### src/rtl/counter_if.sv
// counter_if: WIDTH-bit up/down counter with synchronous reset, parallel
// load, a combinational all-ones flag and a one-cycle registered wrap pulse.
module counter_if #(
  parameter int WIDTH = 4
) (
  input  logic             clk,
  input  logic             rst,
  input  logic             load_en,
  input  logic [WIDTH-1:0] load,
  input  logic             down,
  output logic [WIDTH-1:0] count,
  output logic             rollover,
  output logic             wrap
);

  // Widths outside 1..32 are refused while the design is being elaborated.
  if (WIDTH < 1 || WIDTH > 32) begin : g_badWidth
    $error("counter_if: WIDTH must be in 1..32");
  end

  localparam logic [WIDTH-1:0] STEP = WIDTH'(1);

  logic [WIDTH-1:0] r_count;
  logic             r_wrap;
  logic             w_atMax;
  logic             w_atZero;
  logic             w_wrapNext;

  // A count step wraps when going up from all ones or down from zero.
  assign w_atMax    = &r_count;
  assign w_atZero   = (r_count == '0);
  assign w_wrapNext = down ? w_atZero : w_atMax;

  // Reset beats load, load beats counting; wrap only follows a real wrap step.
  always_ff @(posedge clk) begin
    if (rst) begin
      r_count <= '0;
      r_wrap  <= 1'b0;
    end else if (load_en) begin
      r_count <= load;
      r_wrap  <= 1'b0;
    end else if (down) begin
      r_count <= r_count - STEP;
      r_wrap  <= w_wrapNext;
    end else begin
      r_count <= r_count + STEP;
      r_wrap  <= w_wrapNext;
    end
  end

  assign count    = r_count;
  assign rollover = w_atMax;
  assign wrap     = r_wrap;

endmodule

### config.mk
export PLATFORM = sky130hd
export DESIGN_NAME = counter_if
export DESIGN_NICKNAME = d
export VERILOG_FILES = /design/src/rtl/counter_if.sv
export SDC_FILE = /design/constraint.sdc
export NUM_CORES = 1
export LEC_CHECK = 0
export ABC_AREA = 1
export BUFFER_PORTS_ARGS = -buffer_cell sky130_fd_sc_hd__buf_4
export CAP_MARGIN = 20
export CORE_AREA = 4 4 41 43
export CTS_BUF_LIST = sky130_fd_sc_hd__clkbuf_2 sky130_fd_sc_hd__clkbuf_4 sky130_fd_sc_hd__clkbuf_8
export CTS_CLUSTER_DIAMETER = 60
export DETAILED_ROUTE_END_ITERATION = 10
export DIE_AREA = 0 0 45 47
export HOLD_SLACK_MARGIN = 0.02
export PLACE_DENSITY = 0.43
export SLEW_MARGIN = 0
export SYNTH_ARGS = -nofsm -noshare
export SYNTH_HDL_FRONTEND = slang
export SYNTH_SLANG_ARGS = --single-unit
### constraint.sdc
create_clock -name clk -period 1.45 [get_ports clk]
set_input_delay 0.29 -clock clk [delete_from_list [all_inputs] [get_ports clk]]
set_output_delay 0.29 -clock clk [all_outputs]
set_load 0.1 [all_outputs]
======== Yosys cells after proc, flatten, opt, wreduce, memory -nomap -nowiden ========
Cells that the tools add are included.
storage, ports and cells
  bits in registers ....................... 5
  input bits .............................. 8
  output and inout port bits .............. 6
  word-level logic and storage cells ...... 10
operators by class
  add/subtract/negate cells ............... 2
  muxes and demuxes ....................... 3
  reduce and logical (&&, ||, !) cells .... 3
operators by type and width
  cell                                                                 count
  4-bit two-way mux                                                    2
  4-bit by 1-bit adder with 4-bit output (second input constant)       1
  4-bit logical NOT                                                    1
  4-bit AND reduction                                                  1
  4-bit by 1-bit subtractor with 4-bit output (second input constant)  1
  2-bit OR reduction                                                   1
  1-bit two-way mux                                                    1

======== Depth between registers and ports, before layout ========
  word-level depth ........................ 3
  gate-level depth with buffers ........... 8

======== Worst setup path before layout ========
Ideal clock, no wire load.
  path type ............................... flip-flop to flip-flop
  from .................................... register r_count[1], in the netlist count[1]
  to ...................................... register r_wrap, in the netlist wrap
  data arrival time ....................... 2435 ps
  data required time ...................... 1383 ps
  setup slack ............................. -1052 ps
  stages on the path, launching flop included .. 5
  period minus slack after synthesis ...... 2502 ps
  path through ............................ dfxtp_1 -> clkinv_1 -> nor3_4 -> nand2_2 -> a21oi_2
between the ends
  longest elaborated chain between the ends .. 2
  elaborated cells on any way between the ends .. 3
  classes of those cells .................. 1 x mux; 2 x reduce/logical
RTL lines
  element                 RTL line  source
  start, declared         23        logic [WIDTH-1:0] r_count;
  start signal, assigned  40        r_count <= load;
  start signal, assigned  43        r_count <= r_count - STEP;
  start signal, assigned  46        r_count <= r_count + STEP;
  4-bit AND reduction     30        assign w_atMax = &r_count;
  via rollover            12        output logic rollover,
  1-bit two-way mux       32        assign w_wrapNext = down ? w_atZero : w_atMax;
  end signal, assigned    44        r_wrap <= w_wrapNext;
  end signal, assigned    47        r_wrap <= w_wrapNext;
  end, declared           24        logic r_wrap;
The timed path passes the listed nets, and every way through them passes these cells.
A chain may end at the register's enable or synchronous reset.

======== Final worst setup path ========
  from .................................... register r_count[2], in the netlist count[2]
  to ...................................... output port rollover
between the ends
  longest elaborated chain between the ends .. 1
RTL lines
  element              RTL line
  4-bit AND reduction  30
  end, declared        12
No other way between the ends.

==> flow_summary_export.csv <==
group,metric,value,unit
routing,wl,707,µm
synth,synth_compound_area_frac,0.1211,
power,power.total,0.0005500,W
synth,syn_inst,44,
synth,synth_top_family_by_area,"simple AND/OR/NAND/NOR gates",
floorplanning,core,1301,µm²
synth,ys_seq_area_frac,0.3125,
worst_hold_path,hold_depth,5,
power,cellPowerDensity,1080,nW/µm²
grt,grtUsageTotal,0.08393,
routing,num_vias,327,
synth,synth_edf_count,0,
clock_tree,hold_buffers,0,
synth,synth_cell_types,17,
finish,final.fill_count,145,
synth,synthAdderAreaFrac,0.1406,
routing,post_drt_via_cell_ratio,4.247,
sta,layout_min_cycle_time,1395,ps
setup_path,crit_path_max_fanout,4,
place,post-place-ws,101.0,ps
floorplanning,die_area,2115,µm²
sta,slew_headroom,0.8154,
finish,final_net_count,74,
worst_hold_path,hold_path_end,"count[3]",
place,place_congestion,0.6209,
floorplanning,die_height,47,µm
power,vdd_ir_drop_max,0.3925,mV
power,p_leak,0.2609,nW
floorplanning,chipWidth,45,µm
finish,regArea,115.1,µm²
setup_path,reg2reg_depth,6,
synth,async_reset_ff_frac,0,
sta,fin_worst_skew,0.1615,ps
clock_tree,h-tree-depth,1,
clock_tree,cts_buffers,3,
grt,grt_pass1_vias,293,
sta,hold-worst-slack,337.9,ps
synth,syn-num-nets,55,
worst_hold_path,hold_start,"load[3]",
sta,finalCritPeriodShare,0.9619,
synth,synth_flop_cell,"dfxtp_1",
sta,tightest_slew,279.2,ps
place,detailed_place_hpwl,587.2,µm
synth,yosysTopAreaCell,"dfxtp_1",
setup_path,worstReg2RegEnd,"count[3]",
synth,yosys-top-cells-area,"dfxtp_1, nand2_1, ha_1",
synth,synth_commonest_cells,"nand2_1, inv_1, dfxtp_1",
outcome,status,"completed",
setup_path,cp.required,1160,ps
routing,first_pass_iters,4,
synth,synth_mux_area_frac,0,
synth,syn_avg_cell_area,7.280,µm²
finish,multiInputGateArea,192.7,µm²
clock_tree,cts_tree,"yes",
synth,ys_seq_elements,5,
sta,report.final.slew_viol_count,0,
setup_path,setup.worst_path.start_class,"flip-flop",
synth,synth_top_area_frac,0.3125,
grt,grt_max_degree,9,
flow_run,maxCapViolations,0,
finish,drive_gt1_frac,0.4516,
setup_path,worstSetupPathType,"reg -> out",
setup_path,critPathCaptureType,"output pin",
floorplanning,rows,13,
grt,antenna_found_initial,0,
finish,num_antenna_cells,0,
setup_path,r2r_slack,210,ps
routing,ant_nets,0,
synth,synth_most_common_cell,"nand2_1",
setup_path,regToRegStartpoint,"count[2]",
synth,synth_xor_area_frac,0.02734,
clock_tree,max-clock-path-buffers,2,
synth,synth-simple-area-share,0.3047,
clock_tree,clock-root-buffer,"clkbuf_4",
sta,setup_viol,0,
routing,drt_iter0_markers,6,
grt,grt.overflow.total,0,
clock_tree,cts.sinks,5,
floorplanning,start_util,0.2462,
finish,syn2layout_area_growth,58.98,%
sta,setup_ws,55.26,ps
setup_path,worstPathArrival,1100,ps
grt,grt_pass1_wl,1193,µm
routing,wire_per_inst,9.182,µm
synth,synthesis.area,320.3,µm²
clock_tree,clock_latency,230,ps
worst_hold_path,hp-class,"in -> reg",
place,port_buffers,13,
synth,synth_warnings,0,
clock_tree,clk_pin_slew_worst_paths,40,ps
routing,route.detailed.drc,0,
sta,fmax,0.7170,GHz
floorplanning,io-pin-count,14,
sta,hold_violations,0,
power breakdown:
| group | internal [W] | switching (W) | leakage, nW |
|---|---|---|---|
| clock network | 0.000122 | 0.0000534 | 0.0184 |
| logic | 0.0000602 | 0.000146 | 0.199 |
| registers | 0.000152 | 0.0000155 | 0.0437 |
sequential cells by signal, indices dropped and copies added, names as in the netlist:
register  flops
count         4
wrap          1
layout make-up:
cell class,instances,area share
Tap cell,15,0.03686
Timing Repair Buffer,14,0.2310
Clock buffer,4,0.05897
Inverter,8,0.06880
Multi-Input combinational cell,31,0.3784
Sequential cell,5,0.2260
critical path: stages (launching register included):
cell     delay (ps)
dfxtp_4         360
nand2_2          70
nor3_4          240
buf_12          210
cells by family (layout without fill, tap and decap cells):
family,count (synthesis),after routing
AND/OR/NAND/NOR,20,20
adder cells (fa/ha/maj),3,3
buffers and inverters,8,26
AO/OA/AOI/OAI,7,7
XOR/XNOR,1,1
flip-flops,5,5
worst max path at each step:
stage                         from        to  slack, ps  cells past startpoint
after detailed placement      down  count[3]        100                      7
after global routing      count[2]  rollover         -7                      3
after global placement        down  count[3]        100                      7
after CTS                 count[1]  rollover         10                      3
final                     count[2]  rollover         60                      3
after floorplan           count[1]  rollover       -330                      2
routing by layer:
layer  global-route usage  wire length, µm  vias up
met5                    0                0        -
met4              0.07018               12        0
met3              0.04598               73        2
met2               0.1102              329       12
met1              0.09840              293      136
li1                     -                -      177
repair_timing:
action | 4_1_cts | 5_1_grt
endpoints found under the setup margin | 1 | 1
setup buffers | 0 | 1
resized for setup | 1 | 3
pin swaps | 0 | 1
layout by cell type, fill, tap and decap left out:
| master | count |
|---|---|
| o21ai_0 | 3 |
| inv_1 | 6 |
| nor3_1 | 1 |
| nand2_1 | 11 |
| nor3_4 | 1 |
| clkbuf_4 | 4 |
| dfxtp_1 | 1 |
| xor2_1 | 1 |
| nand3_1 | 3 |
| buf_4 | 13 |
| inv_2 | 1 |
| clkinv_4 | 1 |
| a21oi_1 | 3 |
| nor2_1 | 1 |
| buf_12 | 1 |
| dfxtp_4 | 4 |
| or2_1 | 1 |
| fa_1 | 1 |
| a21oi_2 | 1 |
| ha_1 | 2 |
| nand2_2 | 2 |
per-stage QoR:
| step | utilization | instances | TNS [ps] | instance area (µm²) |
|---|---|---|---|---|
| 2_1_floorplan | - | 44 | -647.4 | 340.3 |
| 3_3_place_gp | 0.3510 | 72 | 0 | 456.7 |
| 3_5_place_dp | 0.3510 | 72 | 0 | 456.7 |
| 4_1_cts | 0.3769 | 76 | 0 | 490.5 |
| 5_1_grt | 0.3913 | 77 | -7.093 | 509.2 |
| 6_report | 0.3913 | 77 | 0 | 509.2 |
No activity file was read; power rests on OpenSTA's default activity.
